`config.mk`:
```
export PLATFORM = sky130hd
export DESIGN_NAME = ula_op_sequencer
export DESIGN_NICKNAME = d
export VERILOG_FILES = /design/src/rtl/ula_op_sequencer.sv
export SDC_FILE = /design/constraint.sdc
export NUM_CORES = 1
export LEC_CHECK = 0
export CAP_MARGIN = 30
export CORE_UTILIZATION = 36
export CTS_CLUSTER_SIZE = 28
export DETAILED_ROUTE_END_ITERATION = 6
export PLACE_DENSITY = 0.73
export RECOVER_POWER = 50
export SYNTH_ARGS = -nofsm -noshare
export SYNTH_HDL_FRONTEND = slang
export SYNTH_SLANG_ARGS = --single-unit
```
`constraint.sdc`:
```
create_clock -name clk -period 1.2 [get_ports clk]
set_clock_uncertainty 0.05 [all_clocks]
set_input_delay 0.18 -clock clk [delete_from_list [all_inputs] [get_ports clk]]
set_output_delay 0.18 -clock clk [all_outputs]
set_load 0.1 [all_outputs]
```
`src/rtl/ula_op_sequencer.sv`:
```
// Control sequencer for the ULA datapath: accepts one ALU command, loads the operands it
// needs into OP1/OP2, runs a single EXEC cycle, then holds the response until it is taken.
module ula_op_sequencer #(
  parameter int OP_WIDTH  = 4,
  parameter int SRC_WIDTH = 2
) (
  input  logic                 clk,
  input  logic                 rst,
  input  logic                 cmd_valid,
  output logic                 cmd_ready,
  input  logic [OP_WIDTH-1:0]  cmd_op,
  input  logic [SRC_WIDTH-1:0] cmd_src,
  input  logic                 cmd_jump,
  output logic                 opnd_req,
  output logic                 opnd_sel,
  input  logic                 opnd_valid,
  output logic                 ctrl_reg_op1,
  output logic                 ctrl_reg_op2,
  output logic [1:0]           sel_mux1,
  output logic [SRC_WIDTH-1:0] sel_mux2,
  output logic [OP_WIDTH-1:0]  sel_ula,
  output logic                 ctrl_reg_comp,
  output logic                 ctrl_reg_ovf,
  output logic                 rsp_valid,
  input  logic                 rsp_ready
);

  typedef enum logic [2:0] {IDLE, LOAD1, LOAD2, EXEC, RESP} state_t;

  state_t               state_q, state_d;
  logic [OP_WIDTH-1:0]  op_q;
  logic [SRC_WIDTH-1:0] src_q;
  logic                 jump_q;

  // Ops 0101..1000 take only the B operand; 0100 and 1100 never read OP2.
  function automatic logic need_op1(input logic [OP_WIDTH-1:0] op, input logic jump);
    return !jump && !(op inside {OP_WIDTH'(5), OP_WIDTH'(6), OP_WIDTH'(7), OP_WIDTH'(8)});
  endfunction

  function automatic logic need_op2(input logic [OP_WIDTH-1:0] op, input logic [SRC_WIDTH-1:0] src);
    return (src == {SRC_WIDTH{1'b1}}) && !(op inside {OP_WIDTH'(4), OP_WIDTH'(12)});
  endfunction

  function automatic logic [1:0] mux1_sel(input logic [OP_WIDTH-1:0] op, input logic jump);
    if (jump)               return 2'b10;
    else if (need_op1(op, jump)) return 2'b11;
    else                    return 2'b00;
  endfunction

  // NOTE: sequential state uses non-blocking assignments so every flop samples pre-edge values.
  always_ff @(posedge clk) begin
    if (rst) state_q <= IDLE;
    else     state_q <= state_d;
  end

  // NOTE: the command copy has no reset; it is only observed in states entered after a fresh accept.
  always_ff @(posedge clk) begin
    if (cmd_valid && cmd_ready) begin
      op_q   <= cmd_op;
      src_q  <= cmd_src;
      jump_q <= cmd_jump;
    end
  end

  // NOTE: every output gets a default first, so no path through the case can infer a latch.
  always_comb begin
    state_d       = state_q;
    cmd_ready     = 1'b0;
    opnd_req      = 1'b0;
    opnd_sel      = 1'b0;
    ctrl_reg_op1  = 1'b0;
    ctrl_reg_op2  = 1'b0;
    sel_mux1      = 2'b00;
    sel_mux2      = '0;
    sel_ula       = '0;
    ctrl_reg_comp = 1'b0;
    ctrl_reg_ovf  = 1'b0;
    rsp_valid     = 1'b0;

    // While rst is high every output stays quiet, whatever state the flops still hold.
    if (!rst) begin
      unique case (state_q)
        IDLE: begin
          cmd_ready = 1'b1;
          if (cmd_valid) begin
            if (need_op1(cmd_op, cmd_jump))     state_d = LOAD1;
            else if (need_op2(cmd_op, cmd_src)) state_d = LOAD2;
            else                                state_d = EXEC;
          end
        end
        LOAD1: begin
          opnd_req = 1'b1;
          if (opnd_valid) begin
            ctrl_reg_op1 = 1'b1;
            state_d      = need_op2(op_q, src_q) ? LOAD2 : EXEC;
          end
        end
        LOAD2: begin
          opnd_req = 1'b1;
          opnd_sel = 1'b1;
          if (opnd_valid) begin
            ctrl_reg_op2 = 1'b1;
            state_d      = EXEC;
          end
        end
        EXEC: begin
          sel_mux1      = mux1_sel(op_q, jump_q);
          sel_mux2      = src_q;
          sel_ula       = op_q;
          ctrl_reg_comp = op_q inside {OP_WIDTH'(9), OP_WIDTH'(10), OP_WIDTH'(11)};
          ctrl_reg_ovf  = op_q inside {OP_WIDTH'(0), OP_WIDTH'(1), OP_WIDTH'(2)};
          state_d       = RESP;
        end
        RESP: begin
          sel_mux1  = mux1_sel(op_q, jump_q);
          sel_mux2  = src_q;
          sel_ula   = op_q;
          rsp_valid = 1'b1;
          if (rsp_ready) state_d = IDLE;
        end
        default: state_d = IDLE;
      endcase
    end
  end

endmodule
```
==> impl_metrics.tcl, run 1 <==
set metrics [dict create \
    status "stopped before the end" \
    stop_stage "global routing (5_1_grt)" \
    error_message "[ERROR DPL-0038] Utilization greater than 100%, impossible to legalize" \
    ctsHtreeMaxLevel 1 \
    cts-root-to-sink-buffers 2 \
    combined_area_of_all_synthesized_cells_sq_um 641 \
    cts_sinks 10 \
    worst-ep-kind "top-level output" \
    clockRootBuffer "sky130_fd_sc_hd__clkbuf_4" \
    dp_slack_ns -0.593 \
    die_h_um 44.2 \
    start_util_pct 40.6 \
    pin_count_of_the_biggest_net_entering_global_routing 9 \
    synth.ff_latch_count 10 \
    syn_area_per_cell_sq_um 9.56 \
    yosysSeqAreaShare_pct 42.2 \
    clock_buffer_count_from_cts 3 \
    timing.grt.repair.worst_endpoint "sel_mux1[1]" \
    ctsHoldBuffers 0 \
    yosys_warnings 0 \
    io_pins 28 \
    synthCells 67 \
    dpl.hpwl_mm 1.78 \
    placed_cells_incl_taps 130 \
    gp_congestion 0.733 \
    die-width_um 44.2 \
    placed_area_sq_um 1400 \
    yosys.cell_types.count 29 \
    placement_rows 14 \
    synth_fp_nets 79 \
    placement.io_buffers 27 \
]
logic make-up after synthesis:
logic type | Yosys count | share of synthesized area (%)
AOI/OAI and AO/OA | 12 | 13.3
buffers and inverters | 4 | 3.91
DFF | 10 | 42.2
muxes | 2 | 3.32
and+or+nand+nor | 39 | 37.3
synthesized netlist by cell type, drive strengths merged:
| cell | number | area, sq um |
|---|---|---|
| a2111oi | 1 | 8.76 |
| a21oi | 6 | 33.8 |
| and2 | 7 | 43.8 |
| and3 | 2 | 12.5 |
| buf | 3 | 21.3 |
| dfxtp | 3 | 60.1 |
| edfxtp | 7 | 210 |
| inv | 1 | 3.75 |
| mux2 | 1 | 11.3 |
| mux2i | 1 | 10.0 |
| nand2 | 3 | 11.3 |
| nand2b | 3 | 18.8 |
| nand3 | 2 | 10.0 |
| nand3b | 2 | 15.0 |
| nor2 | 6 | 22.5 |
| nor3 | 5 | 25.0 |
| nor3b | 1 | 7.51 |
| nor4b | 4 | 41.3 |
| o21ai | 2 | 10.0 |
| o21bai | 1 | 7.51 |
| o32ai | 1 | 16.3 |
| o41ai | 1 | 8.76 |
| or2 | 1 | 6.26 |
| or3 | 1 | 6.26 |
| or3b | 1 | 8.76 |
| or4b | 1 | 10.0 |
repair_timing:
action | in CTS
setup buffers | 5
pin swaps | 9
resized for setup | 17
endpoints found under the setup margin | 25
stage by stage:
step / hold WS [ns] / TNS, ns
4_1_cts: 0.312 / -10.09
3_3_place_gp: 0.469 / -9.69
2_1_floorplan: 0.192 / -7.42
3_5_place_dp: 0.475 / -10.92
==> inputs of run 2 (changes only) <==
CORE_AREA = 2 2 63 65   (was default)
CORE_UTILIZATION = default   (was 36)
CTS_CLUSTER_SIZE = default   (was 28)
DIE_AREA = 0 0 65 67   (was default)
PLACE_DENSITY = default   (was 0.73)
PLACE_DENSITY_LB_ADDON = 0.15   (was default)
clock period = 1.55 ns   (was 1.2 ns; I/O delays follow)
==> run 2 against run 1 <==
Compared with the run above:
- area after synthesis unchanged
- synthesized cell count is the same
- the flow now finishes, with violations (setup timing)
==> impl_metrics.tcl, run 2 <==
set metrics [dict create \
    start_util_pct 17.8 \
    regToRegEndpoint "state_q[0]" \
    regArea_sq_um 277 \
    combined_area_of_all_synthesized_cells_sq_um 641 \
    final_net_count 131 \
    rrSetupSlack_ns 0.20 \
    drc_errors 0 \
    setup-violations-final 15 \
    dpl.hpwl_mm 1.59 \
    crit_path_end_kind "output port" \
    report.final.hold_viol_count 0 \
    layout_cells_sized_above_1_pct 60.2 \
    fin_cells 166 \
    detailedRoute.firstIterationViolations 14 \
    multi_input_area_sq_um 531 \
    largest_reg_flops 4 \
    first_pass_grt_wire_length_mm 3.08 \
    worst_min_delay_path_startpoint "rst" \
    min_path_type "in -> reg" \
    via_per_inst 4.10 \
    synth_top_cells_by_count "sky130_fd_sc_hd__and2_1, sky130_fd_sc_hd__edfxtp_1, sky130_fd_sc_hd__nor2_1, sky130_fd_sc_hd__a21oi_1, sky130_fd_sc_hd__nor3_1" \
    worstHoldEndpoint "state_q[2]" \
    yosys.cell_types.count 29 \
    core_region_area_sq_um 3610 \
    drt-pass1-iter-count 4 \
    violations "setup timing" \
    io_pins 28 \
    grt_util_met3_pct 1.52 \
    netlist_top_cells_area "sky130_fd_sc_hd__edfxtp_1, sky130_fd_sc_hd__dfxtp_1, sky130_fd_sc_hd__and2_1" \
    cts_sinks 10 \
    status "finished with violations" \
    post-synth-top-area-fraction_pct 32.8 \
    post_drt_wl_per_cell_um 11.2 \
    startpoint_type "register" \
    antenna_cells 0 \
    postSynth.asyncResetShare_pct 0 \
    fin_hold_ws_ns 0.441 \
    clockRootBuffer "sky130_fd_sc_hd__clkbuf_8" \
    synth-edff-count 7 \
    worstSkewPairLatency_ns 0.23 \
    worstRegToRegCells 4 \
    maxCapViolCount 0 \
    clock_buffer_count_from_cts 3 \
    grt_pass1_vias 707 \
    syn_area_per_cell_sq_um 9.56 \
    antenna_violations_before_repair 0 \
    gp_congestion 0.733 \
    yosysTopAreaCell "sky130_fd_sc_hd__edfxtp_1" \
    critPathRequiredTime_ns 1.27 \
    highest_clock_rate_mhz 557 \
    critPathArrivalTime_ns 1.51 \
    power_per_cell_area_nw_per_um2 879 \
    pin_count_of_the_biggest_net_entering_global_routing 9 \
    route.vias.total 681 \
    placement.io_buffers 27 \
    power.leakage_nw 0.560 \
    flip_flop_cell_with_the_highest_count_after_synthesis "sky130_fd_sc_hd__edfxtp_1" \
    timing_max_transition_violations_final 0 \
    postRouteAntennaNets 0 \
    synth_fp_nets 79 \
    yosysSeqAreaShare_pct 42.2 \
    maximum_vdd_drop_uv 256 \
    dp_slack_ns -0.337 \
    fin_worst_setup_slack_ns -0.245 \
    setup.worst_path.class "reg -> out" \
    grtUsageTotal_pct 9.13 \
    r2r-start "state_q[2]" \
    detailed_route_wl_mm 1.85 \
    yosys_warnings 0 \
    layout.core_utilization_pct 42.5 \
    timing.max_slew.rel_slack_pct 79.4 \
    busiest_layer "met2" \
    path_max_fanout 7 \
    groute.layer.met2.usage_pct 16.4 \
    overflow 0 \
    cts-root-to-sink-buffers 2 \
    startpoint "state_q[0]" \
    synthCells 67 \
    placed_cells_incl_taps 161 \
    post-route-min-period_ns 1.79 \
    max_flop_register "op_q" \
    placement_rows 22 \
    whs_path_depth 3 \
    floorplan.die_area_sq_um 4360 \
    clock_tree_from_tritoncts "built" \
    setup_repair_after_global_routing_missed_its_margin "true" \
    finalCritPeriodShare_pct 116 \
    die_h_um 67 \
    worst_max_slew_pin_slew_ns 0.304 \
    registers_with_the_most_flip_flops "op_q x4, state_q x3, src_q x2" \
    path_clk_slew_ns 0.05 \
    nFillCells 351 \
    global_route.usage.met1_pct 10.6 \
    synth.ff_latch_count 10 \
    area.growth.synth_to_final_pct 139 \
    most-common-layout-cells "sky130_fd_sc_hd__buf_12, sky130_fd_sc_hd__buf_4, sky130_fd_sc_hd__edfxtp_1, sky130_fd_sc_hd__and2_2" \
    ctsHtreeMaxLevel 1 \
    die-width_um 65 \
]
==> run 2: cell counts after synthesis <==
No cell type changed its count.
==> run 2: area by class of cell <==
| class | count | share of cell area, % |
|---|---|---|
| clock buffers | 3 | 2.69 |
| clock inverters | 1 | 0.245 |
| inverters | 1 | 0.245 |
| multi-input cells | 53 | 34.6 |
| flip-flops and latches | 10 | 18.0 |
| well taps | 48 | 3.92 |
| repair buffers | 50 | 40.3 |
==> run 2: worst max path at each step <==
stage,to,cells past startpoint
final,sel_mux1[0],5
after global routing,sel_mux1[0],4
after CTS,sel_mux1[0],4
after detailed placement,ctrl_reg_comp,5
after global placement,sel_mux1[0],5
after floorplan,sel_mux1[0],4
==> run 2: metal layers <==
| layer | vias to the layer above | wire length (um) |
|---|---|---|
| met5 | - | 0 |
| met4 | 0 | 23 |
| met3 | 2 | 42 |
| met2 | 11 | 987 |
| met1 | 317 | 799 |
| li1 | 351 | - |
==> run 2: cells by family after synthesis <==
kind of cell,count (synthesis),share of synthesized area [%]
AND/OR/NAND/NOR,39,37.3
AO/OA/AOI/OAI,12,13.3
buffers and inverters,4,3.91
flip-flops,10,42.2
multiplexers,2,3.32
==> run 2: repair_timing <==
action / 4_1_cts / 5_1_grt
pin swaps: 5 / 5
setup endpoints to repair: 16 / 16
resized for setup: 11 / 5
hold endpoints to repair: 0 / 0
hold buffers: 0 / 0
buffers inserted: 0 / 1
==> run 2: worst max-delay path, cell delays in order (launching register included) <==
cell,delay (ns)
sky130_fd_sc_hd__dfxtp_4,0.35
sky130_fd_sc_hd__nor2_2,0.12
sky130_fd_sc_hd__nand2_1,0.10
sky130_fd_sc_hd__a21oi_4,0.22
sky130_fd_sc_hd__nor4b_4,0.27
sky130_fd_sc_hd__buf_12,0.21
==> run 2: power by group <==
group	switching, mW	internal (mW)
sequential	0.0334	0.324
combinational	0.406	0.311
clock	0.100	0.173
==> run 2: stage by stage <==
stage               setup TNS (ns)  cell area (sq um)  power [mW]
floorplan                    -2.68                795       0.771
global placement             -3.86               1430        1.03
detailed placement           -4.40               1430        1.03
CTS                          -2.05               1520        1.35
global route                 -3.08               1530        1.41
finish                       -2.06               1530        1.35
(Power assumes the default switching activity.)
==> inputs of run 3 (changes only) <==
CORE_AREA = 4 4 65 67   (was 2 2 63 65)
DIE_AREA = 0 0 69 71   (was 0 0 65 67)
==> run 3 against run 2 <==
Compared with the run above:
- the run still ends with setup timing left
- worst setup slack better by 0.0067 ns
- global-route usage decreased by 0.78 points
- total power grew 1.3%
- first-iteration DRC count is 71% lower
- critical path depth down 2
- design area up 3.1%
- cell count rose by 1.8%
- sequential share of layout area is 0.38 points lower
- largest cell class unchanged
- register-to-register slack better by 0.02 ns
- combinational power grew 3.1%
==> impl_metrics.tcl, run 3 (synthesis gave the netlist of run 2 again) <==
set metrics [dict create \
    status "finished with violations" \
    violations "setup timing" \
    clock_tree_from_tritoncts "built" \
    overflow 0 \
    critPathArrivalTime_ns 1.51 \
    dpl.hpwl_mm 1.64 \
    placement.io_buffers 27 \
    regToRegEndpoint "state_q[0]" \
    ctsHtreeMaxLevel 1 \
    die_h_um 71 \
    area.growth.synth_to_final_pct 147 \
    pin_count_of_the_biggest_net_entering_global_routing 9 \
    postRouteAntennaNets 0 \
    rrSetupSlack_ns 0.22 \
    maxCapViolCount 0 \
    registers_with_the_most_flip_flops "op_q x4, state_q x3, src_q x2" \
    power.share.switching_pct 39.1 \
    largest_reg_flops 4 \
    route.vias.total 729 \
    fin_hold_ws_ns 0.357 \
    drc_errors 0 \
    grt_pass1_vias 763 \
    path_max_fanout 3 \
    final_net_count 134 \
    setup.worst_path.class "reg -> out" \
    grtUsageTotal_pct 8.35 \
    most-common-layout-cells "sky130_fd_sc_hd__buf_4, sky130_fd_sc_hd__buf_12, sky130_fd_sc_hd__dlygate4sd3_1, sky130_fd_sc_hd__edfxtp_1, sky130_fd_sc_hd__and2_4" \
    io_pins 28 \
    fin_cells 169 \
    critical-path-slowest-cell "sky130_fd_sc_hd__edfxtp_1" \
    setup-violations-final 14 \
    final_design_area_no_fill_sq_um 1580 \
    placed_area_sq_um 1420 \
    maximum_vdd_drop_uv 491 \
    cts_sinks 10 \
    post-route-min-period_ns 1.79 \
    share_of_power_burned_in_the_clock_network_pct 19.4 \
    drt-pass1-iter-count 4 \
    max_flop_register "op_q" \
    cts-root-to-sink-buffers 2 \
    layout_cells_sized_above_1_pct 64.5 \
    intPower_mw 0.832 \
    placed_cells_incl_taps 160 \
    detailed_route_wl_mm 1.98 \
    detailedRoute.firstIterationViolations 4 \
    ctsHoldBuffers 0 \
    start_util_pct 17.6 \
    first_pass_grt_wire_length_mm 3.43 \
    critPathRequiredTime_ns 1.27 \
    most_common_library_cell_in_the_layout_ignoring_fill_and_taps "sky130_fd_sc_hd__buf_4" \
    r2r-start "state_q[2]" \
    timing.critical_path.cells "buf_6, a2111oi_4, buf_12" \
    worstRegToRegCells 4 \
    power.sequential.fraction_pct 26.4 \
    gp_congestion 0.741 \
    nFillCells 354 \
    power.leakage_nw 0.592 \
    die-width_um 69 \
    antenna_violations_before_repair 0 \
    combinationalPowerShare_pct 54.2 \
    setup_tns_ns -2.25 \
    path_clk_slew_ns 0.05 \
    startpoint_type "register" \
    net_switching_power_figure_mw 0.534 \
    clockRootBuffer "sky130_fd_sc_hd__clkbuf_8" \
    finalCritPeriodShare_pct 115 \
    core_region_area_sq_um 3630 \
    power_per_cell_area_nw_per_um2 864 \
    antenna_cells 0 \
    whs_path_depth 3 \
    dp_slack_ns -0.407 \
    highest_clock_rate_mhz 559 \
    via_per_inst 4.31 \
    layout.core_utilization_pct 43.5 \
    total_power_mw 1.37 \
    min_path_type "in -> reg" \
    fin_worst_setup_slack_ns -0.238 \
    floorplan.die_area_sq_um 4900 \
    worstHoldEndpoint "state_q[2]" \
    clock_buffer_count_from_cts 3 \
    placement_rows 22 \
    worst_max_slew_pin_slew_ns 0.335 \
    worstSkewPairLatency_ns 0.23 \
    critPathMaxStageDelay_ns 0.48 \
    worst_min_delay_path_startpoint "rst" \
    timing_max_transition_violations_final 0 \
    report.final.hold_viol_count 0 \
    timing.max_slew.rel_slack_pct 77.3 \
    post_drt_wl_per_cell_um 11.7 \
    crit_path_end_kind "output port" \
    setup_repair_after_global_routing_missed_its_margin "true" \
]
==> run 3: routing by layer <==
metal	vias to the layer above	share of wire, %	routed length, um	GRT usage [%]
met5	-	0	0	0
met4	0	1.5	30	3.25
met3	2	4.1	82	1.99
met2	19	55	1090	15.1
met1	350	39	778	9.40
li1	358	-	-	-
==> run 3: worst max path at each step <==
| stage | start | endpoint | slack (ns) |
|---|---|---|---|
| 2_1_floorplan | state_q[1] | sel_mux1[0] | -0.58 |
| 3_3_place_gp | rst | ctrl_reg_comp | -0.38 |
| 3_5_place_dp | rst | ctrl_reg_comp | -0.41 |
| 4_1_cts | state_q[2] | sel_mux1[0] | -0.25 |
| 5_1_grt | state_q[2] | sel_mux1[0] | -0.31 |
| 6_report | op_q[1] | ctrl_reg_ovf | -0.24 |
==> run 3: repair_timing <==
| action | 4_1_cts | 5_1_grt |
|---|---|---|
| buffers inserted | 4 | 1 |
| resized for setup | 15 | 12 |
| setup endpoints to repair | 16 | 15 |
| pin swaps | 10 | 4 |
==> run 3: critical path: cells and delay by family, from the launching register on <==
family / cells / cell delay, ns
DFF: 1 / 0.48
AOI/OAI and AO/OA: 1 / 0.40
buffers and inverters: 2 / 0.39
==> run 3: layout make-up <==
| cell class | instances | area, sq um | area share (%) |
|---|---|---|---|
| clock buffers | 4 | 45.0 | 2.85 |
| repair buffers | 53 | 648 | 41.0 |
| flip-flops and latches | 10 | 279 | 17.6 |
| inverters | 1 | 3.75 | 0.237 |
| well taps | 48 | 60.1 | 3.80 |
| multi-input cells | 53 | 546 | 34.5 |
==> run 3: power groups by stage <==
stage               Combinational (mW)  Sequential (mW)  Clock (mW)
finish                           0.740            0.361       0.265
global route                     0.780            0.366       0.296
global placement                 0.669            0.359           0
detailed placement               0.670            0.360           0
CTS                              0.719            0.352       0.271
floorplan                        0.418            0.353           0
